==> src/rtl/mdc_pkg.sv <==
// rtl/mdc_pkg.sv - shared types and constants for the coin-credit accumulator
package mdc_pkg;

   typedef enum logic [1:0] {
      ESTADO_IDLE     = 2'd0,
      ESTADO_COBRO    = 2'd1,
      ESTADO_DEVOLVER = 2'd2
   } estado_t;

   localparam int VALOR_CINCO     = 5;
   localparam int VALOR_DIEZ      = 10;
   localparam int W_DEF           = 6;
   localparam int PRECIO_PEQ_DEF  = 10;
   localparam int PRECIO_GRA_DEF  = 15;
   localparam int CREDITO_MAX_DEF = 50;

endpackage

==> src/rtl/mdc_credito_monedas_if.sv <==
// rtl/mdc_credito_monedas_if.sv - coin, charge and credit signals between controller side and accumulator
interface mdc_credito_monedas_if #(
   parameter int W = 6
);
   logic         moneda_cinco;
   logic         moneda_diez;
   logic         cobrar_peq;
   logic         cobrar_gra;
   logic         devolver;
   logic [W-1:0] credito;
   logic         hm_n;
   logic         hg_n;
   logic         cambio_cinco;
   logic         rechazo;
   logic         error_cobro;
   logic         ocupado;

   modport master (
      output moneda_cinco, moneda_diez, cobrar_peq, cobrar_gra, devolver,
      input  credito, hm_n, hg_n, cambio_cinco, rechazo, error_cobro, ocupado
   );

   modport slave (
      input  moneda_cinco, moneda_diez, cobrar_peq, cobrar_gra, devolver,
      output credito, hm_n, hg_n, cambio_cinco, rechazo, error_cobro, ocupado
   );
endinterface

==> src/rtl/mdc_sync_flanco.sv <==
// rtl/mdc_sync_flanco.sv - two-flop synchroniser with registered rising-edge pulse
module mdc_sync_flanco (
   input  logic clk,
   input  logic rst,
   input  logic i_dato,
   output logic o_flanco
);
   logic r_s1;
   logic r_s2;
   logic r_s3;
   logic r_flanco;

   // The edge pulse is registered so a coin lands in credit three edges after it rises.
   always_ff @(posedge clk or posedge rst) begin
      if (rst) begin
         r_s1     <= 1'b0;
         r_s2     <= 1'b0;
         r_s3     <= 1'b0;
         r_flanco <= 1'b0;
      end else begin
         r_s1     <= i_dato;
         r_s2     <= r_s1;
         r_s3     <= r_s2;
         r_flanco <= r_s2 & ~r_s3;
      end
   end

   assign o_flanco = r_flanco;
endmodule

==> src/rtl/mdc_credito_monedas.sv <==
// rtl/mdc_credito_monedas.sv - coin credit accumulator, charge and serial change payout
module mdc_credito_monedas
   import mdc_pkg::*;
#(
   parameter int W           = W_DEF,
   parameter int PRECIO_PEQ  = PRECIO_PEQ_DEF,
   parameter int PRECIO_GRA  = PRECIO_GRA_DEF,
   parameter int CREDITO_MAX = CREDITO_MAX_DEF
) (
   input logic                 clk,
   input logic                 rst,
   mdc_credito_monedas_if.slave bus
);
   localparam logic [W-1:0] L_PEQ   = W'(PRECIO_PEQ);
   localparam logic [W-1:0] L_GRA   = W'(PRECIO_GRA);
   localparam logic [W-1:0] L_CINCO = W'(VALOR_CINCO);
   localparam logic [W:0]   L_MAX   = (W+1)'(CREDITO_MAX);

   estado_t      r_estado;
   logic [W-1:0] r_credito;
   logic         r_fase;
   logic         r_hm_n;
   logic         r_hg_n;
   logic         r_cambio;
   logic         r_rechazo;
   logic         r_error;
   logic         r_ocupado;

   logic         w_ev_cinco;
   logic         w_ev_diez;
   logic         w_ev_any;
   logic [W:0]   w_suma_cinco;
   logic [W:0]   w_suma_diez;
   estado_t      w_sig_estado;
   logic [W-1:0] w_sig_credito;
   logic         w_sig_fase;
   logic         w_sig_cambio;
   logic         w_sig_rechazo;
   logic         w_sig_error;

   mdc_sync_flanco u_sync_cinco (
      .clk      (clk),
      .rst      (rst),
      .i_dato   (bus.moneda_cinco),
      .o_flanco (w_ev_cinco)
   );

   mdc_sync_flanco u_sync_diez (
      .clk      (clk),
      .rst      (rst),
      .i_dato   (bus.moneda_diez),
      .o_flanco (w_ev_diez)
   );

   assign w_ev_any     = w_ev_cinco | w_ev_diez;
   assign w_suma_cinco = {1'b0, r_credito} + (W+1)'(VALOR_CINCO);
   assign w_suma_diez  = {1'b0, r_credito} + (W+1)'(VALOR_DIEZ);

   always_comb begin
      w_sig_estado  = r_estado;
      w_sig_credito = r_credito;
      w_sig_fase    = r_fase;
      w_sig_cambio  = 1'b0;
      w_sig_rechazo = 1'b0;
      w_sig_error   = 1'b0;
      case (r_estado)
         ESTADO_IDLE: begin
            if (bus.cobrar_gra) begin
               w_sig_rechazo = w_ev_any;
               if (r_credito >= L_GRA) begin
                  w_sig_credito = r_credito - L_GRA;
                  w_sig_estado  = ESTADO_COBRO;
               end else begin
                  w_sig_error = 1'b1;
               end
            end else if (bus.cobrar_peq) begin
               w_sig_rechazo = w_ev_any;
               if (r_credito >= L_PEQ) begin
                  w_sig_credito = r_credito - L_PEQ;
                  w_sig_estado  = ESTADO_COBRO;
               end else begin
                  w_sig_error = 1'b1;
               end
            end else if (bus.devolver && (r_credito != '0)) begin
               w_sig_rechazo = w_ev_any;
               w_sig_estado  = ESTADO_DEVOLVER;
               w_sig_fase    = 1'b0;
            end else if (w_ev_diez) begin
               // A simultaneous 5-unit coin always bounces; the 10-unit one wins.
               w_sig_rechazo = w_ev_cinco;
               if (w_suma_diez <= L_MAX) begin
                  w_sig_credito = w_suma_diez[W-1:0];
               end else begin
                  w_sig_rechazo = 1'b1;
               end
            end else if (w_ev_cinco) begin
               if (w_suma_cinco <= L_MAX) begin
                  w_sig_credito = w_suma_cinco[W-1:0];
               end else begin
                  w_sig_rechazo = 1'b1;
               end
            end
         end
         ESTADO_COBRO: begin
            w_sig_rechazo = w_ev_any;
            w_sig_fase    = 1'b0;
            w_sig_estado  = (r_credito != '0) ? ESTADO_DEVOLVER : ESTADO_IDLE;
         end
         ESTADO_DEVOLVER: begin
            w_sig_rechazo = w_ev_any;
            if (!r_fase) begin
               w_sig_cambio  = 1'b1;
               w_sig_credito = r_credito - L_CINCO;
               w_sig_fase    = 1'b1;
            end else begin
               w_sig_fase = 1'b0;
               if (r_credito == '0) begin
                  w_sig_estado = ESTADO_IDLE;
               end
            end
         end
         default: begin
            w_sig_estado = ESTADO_IDLE;
         end
      endcase
   end

   // Flags are registered from next-state values so they track credito in the same cycle.
   always_ff @(posedge clk or posedge rst) begin
      if (rst) begin
         r_estado  <= ESTADO_IDLE;
         r_credito <= '0;
         r_fase    <= 1'b0;
         r_hm_n    <= 1'b1;
         r_hg_n    <= 1'b1;
         r_cambio  <= 1'b0;
         r_rechazo <= 1'b0;
         r_error   <= 1'b0;
         r_ocupado <= 1'b0;
      end else begin
         r_estado  <= w_sig_estado;
         r_credito <= w_sig_credito;
         r_fase    <= w_sig_fase;
         r_hm_n    <= !((w_sig_estado == ESTADO_IDLE) && (w_sig_credito >= L_PEQ));
         r_hg_n    <= !((w_sig_estado == ESTADO_IDLE) && (w_sig_credito >= L_GRA));
         r_cambio  <= w_sig_cambio;
         r_rechazo <= w_sig_rechazo;
         r_error   <= w_sig_error;
         r_ocupado <= (w_sig_estado != ESTADO_IDLE);
      end
   end

   assign bus.credito      = r_credito;
   assign bus.hm_n         = r_hm_n;
   assign bus.hg_n         = r_hg_n;
   assign bus.cambio_cinco = r_cambio;
   assign bus.rechazo      = r_rechazo;
   assign bus.error_cobro  = r_error;
   assign bus.ocupado      = r_ocupado;
endmodule

==> src/flat_wrapper.sv <==
// flat-port wrapper written by rule: the top's interface ports become plain ports
module mdc_credito_monedas_flat import mdc_pkg::*;
#(
   parameter int W           = W_DEF,
   parameter int PRECIO_PEQ  = PRECIO_PEQ_DEF,
   parameter int PRECIO_GRA  = PRECIO_GRA_DEF,
   parameter int CREDITO_MAX = CREDITO_MAX_DEF
)
  (clk, rst, bus_moneda_cinco, bus_moneda_diez, bus_cobrar_peq, bus_cobrar_gra, bus_devolver, bus_credito, bus_hm_n, bus_hg_n, bus_cambio_cinco, bus_rechazo, bus_error_cobro, bus_ocupado);
  mdc_credito_monedas_if #(.W(W)) bus_i ();
  input logic clk;
  input logic rst;
  input wire logic [$bits(bus_i.moneda_cinco)-1:0] bus_moneda_cinco;
  input wire logic [$bits(bus_i.moneda_diez)-1:0] bus_moneda_diez;
  input wire logic [$bits(bus_i.cobrar_peq)-1:0] bus_cobrar_peq;
  input wire logic [$bits(bus_i.cobrar_gra)-1:0] bus_cobrar_gra;
  input wire logic [$bits(bus_i.devolver)-1:0] bus_devolver;
  output wire logic [$bits(bus_i.credito)-1:0] bus_credito;
  output wire logic [$bits(bus_i.hm_n)-1:0] bus_hm_n;
  output wire logic [$bits(bus_i.hg_n)-1:0] bus_hg_n;
  output wire logic [$bits(bus_i.cambio_cinco)-1:0] bus_cambio_cinco;
  output wire logic [$bits(bus_i.rechazo)-1:0] bus_rechazo;
  output wire logic [$bits(bus_i.error_cobro)-1:0] bus_error_cobro;
  output wire logic [$bits(bus_i.ocupado)-1:0] bus_ocupado;
  assign bus_i.moneda_cinco = bus_moneda_cinco;
  assign bus_i.moneda_diez = bus_moneda_diez;
  assign bus_i.cobrar_peq = bus_cobrar_peq;
  assign bus_i.cobrar_gra = bus_cobrar_gra;
  assign bus_i.devolver = bus_devolver;
  assign bus_credito = bus_i.credito;
  assign bus_hm_n = bus_i.hm_n;
  assign bus_hg_n = bus_i.hg_n;
  assign bus_cambio_cinco = bus_i.cambio_cinco;
  assign bus_rechazo = bus_i.rechazo;
  assign bus_error_cobro = bus_i.error_cobro;
  assign bus_ocupado = bus_i.ocupado;
  mdc_credito_monedas #(.W(W), .PRECIO_PEQ(PRECIO_PEQ), .PRECIO_GRA(PRECIO_GRA), .CREDITO_MAX(CREDITO_MAX)) u_core (.clk(clk), .rst(rst), .bus(bus_i));
endmodule
==> config.mk <==
export PLATFORM = sky130hd
export DESIGN_NAME = mdc_credito_monedas_flat
export DESIGN_NICKNAME = d
export VERILOG_FILES = /design/src/rtl/mdc_pkg.sv /design/src/rtl/mdc_credito_monedas_if.sv /design/src/rtl/mdc_sync_flanco.sv /design/src/rtl/mdc_credito_monedas.sv /design/src/flat_wrapper.sv
export SDC_FILE = /design/constraint.sdc
export NUM_CORES = 1
export LEC_CHECK = 0
export BUFFER_PORTS_ARGS = -buffer_cell sky130_fd_sc_hd__buf_2
export CORE_MARGIN = 2
export CORE_UTILIZATION = 60
export CTS_CLUSTER_DIAMETER = 40
export CTS_CLUSTER_SIZE = 28
export DETAILED_ROUTE_END_ITERATION = 6
export HOLD_SLACK_MARGIN = 0.08
export PLACE_DENSITY = 0.8
export SLEW_MARGIN = 20
export SYNTH_ARGS = -nofsm -noshare
export SYNTH_HDL_FRONTEND = slang
export SYNTH_SLANG_ARGS = --single-unit
==> constraint.sdc <==
create_clock -name clk -period 8 [get_ports clk]
set_input_delay 0 -clock clk [delete_from_list [all_inputs] [get_ports clk]]
set_output_delay 0 -clock clk [all_outputs]
set_load 0.02 [all_outputs]
==> run_results.csv <==
group,metric,value,unit
run_status,run_status,"finished, final reports clean",
timing,max_clock_freq,276.6,MHz
synthesis,synthMostInstantiatedCell,"nor2_1",
routing,routed_wire_length_per_instance,18.78,um
timing,rsz0062_at_grt,"no",
synthesis,synth.area.top_cells,"dfrtp_1 25%, ha_1 7.1%, nor2_1 4.1%",
worst_hold_path,worstHoldPathType,"input port to register",
synthesis,number_of_flops_mapped_to_enable_cells_by_yosys,0,
die,row_count,21,
clock_network,cts_buffers,3,
power_and_ir_drop,p_leak,0.0009052,uW
power_and_ir_drop,power_per_cell_area,166.2,nW/um^2
placement,dp_hpwl,4.201,mm
global_route,number_of_global_route_vias_before_repair,2058,
die,die_area,3999,um^2
setup_path,required,8.23,ns
setup_path,worst-setup-path-type,"register to register",
placement,io_buffers,18,
synthesis,synthArstFlopShare,100.0,%
layout,layout.area.seq,578.1,um^2
synthesis,yosys_warnings,0,
die,floorplan.initialDensity,62.61,%
die,die_y,63.24,um
global_route,grt_first_pass_wirelength,9.929,mm
timing,finalSetupViolations,0,
placement,place_inst,305,
die,floorplan.io_pins,19,
setup_path,worst_setup_path_startpoint,"u_core.bus.credito[2]",
worst_hold_path,holdCritStartpoint,"bus_cobrar_gra",
synthesis,synthesis.area,2106,um^2
worst_hold_path,worst_hold_path.endpoint,"u_core.bus.error_cobro",
timing,timing_hold_violations_final,0,
routing,vias_per_inst,6.804,
synthesis,sequential_area_share_after_synthesis,27.45,%
clock_network,clock_tree.root_cell,"clkbuf_4",
global_route,global_route.usage.total,30.96,%
synthesis,synth_seq_cells,23,
routing,route.vias.total,2123,
setup_path,worstReg2RegEnd,"u_core.bus.hg_n",
routing,drtAntennaViolNets,0,
clock_network,clkLatencyLatePin,0.29,ns
timing,fin_ws,4.385,ns
global_route,grt_antenna_before_repair,0,
placement,post-place-ws,4.450,ns
timing,slew_headroom,46.28,%
synthesis,synth_top_cell_area_share,24.96,%
die,core_area,3363,um^2
timing,worst_slew_pin_slew,0.8049,ns
clock_network,htree_num_levels,1,
setup_path,crit_path_max_fanout,26,
setup_path,regToRegSetupSlack,4.39,ns
synthesis,synthDominantAreaCellType,"dfrtp_1",
routing,drt_iter0_drc,318,
timing,timing.final.crit_period,3.615,ns
routing,drc,0,
clock_network,cts-resized-gates,0,
flow_run,max_cap_violations,0,
power_and_ir_drop,max_ir_drop_vdd,0.0001141,V
synthesis,post_synth.cell_area_avg,8.130,um^2
setup_path,cp-start-kind,"register",
layout,multiInputGateArea,1393,um^2
worst_hold_path,hold_path_depth,3,
synthesis,ys_types,74,
layout,fill_cells,319,
global_route,globalRoute.totalOverflow,0,
setup_path,critPathArrivalTime,3.85,ns
layout,post-route-util,66.33,%
layout,largest_register_ffs,6,
synthesis,ys_top_cells_by_count,"23 x nor2_1, 21 x dfrtp_1, 20 x nand2_1, 16 x o21ai_0, 14 x inv_1",
timing,skew,0.005497,ns
placement,gp_congestion,0.9799,
layout,area_growth,5.942,%
routing,drtPass1Iterations,5,
layout,final_layout_size_suffix_gt1_share,15.79,%
die,die_w,63.24,um
layout,antennaDiodeCount,0,
routing,drt_wl_total,5.858,mm
setup_path,cp-end-kind,"register",
timing,timing_max_transition_violations_final,0,
synthesis,synth_fp_nets,278,
timing,period_share,45.18,%
synthesis,synth_ff_type,"dfrtp_1",
setup_path,worstReg2RegStart,"u_core.bus.credito[2]",
layout,nets,286,
clock_network,cts_tree,"done",
global_route,pin_count_of_the_biggest_net_entering_global_routing,27,
clock_network,clock_tree.buffer_depth,2,
setup_path,worstRegToRegCells,9,
layout,post_layout_nonfiller_instances,312,
timing,totalNegativeSetupSlack,0,ns
clock_network,clkSlewWorstSetupHoldPaths,0.11,ns
synthesis,number_of_standard_cells_after_synthesis,259,
clock_network,tritoncts_num_sinks,23,
[worst max-delay path, cell delays in order (launching register included)]
cell and delay [ns]:
dfrtp_1 0.88, inv_1 0.26, ha_1 0.36, or3b_1 0.37, or3_1 0.34, and3_4 0.23
nand2b_4 0.14, o221a_1 0.28, or4b_1 0.53, o21a_1 0.18
[final cells by class]
cell class / instances / area share (%)
multi-input combinational: 203 / 62.42
tap: 46 / 2.580
sequential: 23 / 25.91
inverter: 15 / 2.524
clock buffer: 4 / 1.178
timing repair buffer: 21 / 5.384
[how the worst max path moves through the flow]
stage	cells after the start	to
final	9	u_core.bus.hg_n
after floorplan	11	u_core.bus.hg_n
after global placement	9	u_core.bus.hg_n
after global routing	9	u_core.bus.hg_n
after CTS	9	u_core.bus.hg_n
after detailed placement	9	u_core.bus.hg_n
[stage by stage]
step	hold WS (ns)	total power, uW	cell area [um^2]
after global routing	0.2356	396.3	2231
after floorplan	0.0004415	275.9	2106
after CTS	0.2166	369.0	2231
after detailed placement	0.1104	317.6	2175
after global placement	0.1104	315.5	2175
final	0.2375	370.7	2231
[power by group]
part | leakage (uW) | switching [uW] | internal [uW]
clock network | 0.0000150 | 29.5 | 19.4
logic | 0.000606 | 101 | 66.5
registers | 0.000284 | 26.2 | 128
[routing by layer]
layer / share of wire (%) / up-vias / global-route usage [%]
met3: 9.5 / 15 / 4.464
met1: 41 / 985 / 42.91
li1: - / 983 / -
met4: 2.3 / 0 / 10.60
met5: 0 / - / 0
met2: 47 / 140 / 49.73
[logic make-up (layout without fill, tap and decap cells)]
group	Yosys count	in the layout	synth area share [%]
compound gates	91	91	31.08
xor+xnor	2	2	0.8320
fa+ha+maj	12	12	7.130
buf+inv	33	40	6.417
flops	23	23	27.45
mux	4	4	2.080
simple gates	94	94	25.01
[cell usage in the layout (no fill, tap or decap), drive strengths merged, types with 5 or more instances in the layout]
master	synthesis	routed
a211oi	5	5
a21oi	13	13
a31oi	6	6
buf	9	18
dfrtp	21	21
ha	12	12
inv	15	15
nand2	20	20
nand3	5	5
nor2	23	23
nor2b	7	7
o211ai	5	5
o21ai	22	22
or4b	5	5
[timing repair]
item | 4_1_cts | 5_1_grt
setup buffers | 0 | 0
hold buffers | 3 | 0
hold endpoints to repair | 23 | 0
(Power assumes the default switching activity.)
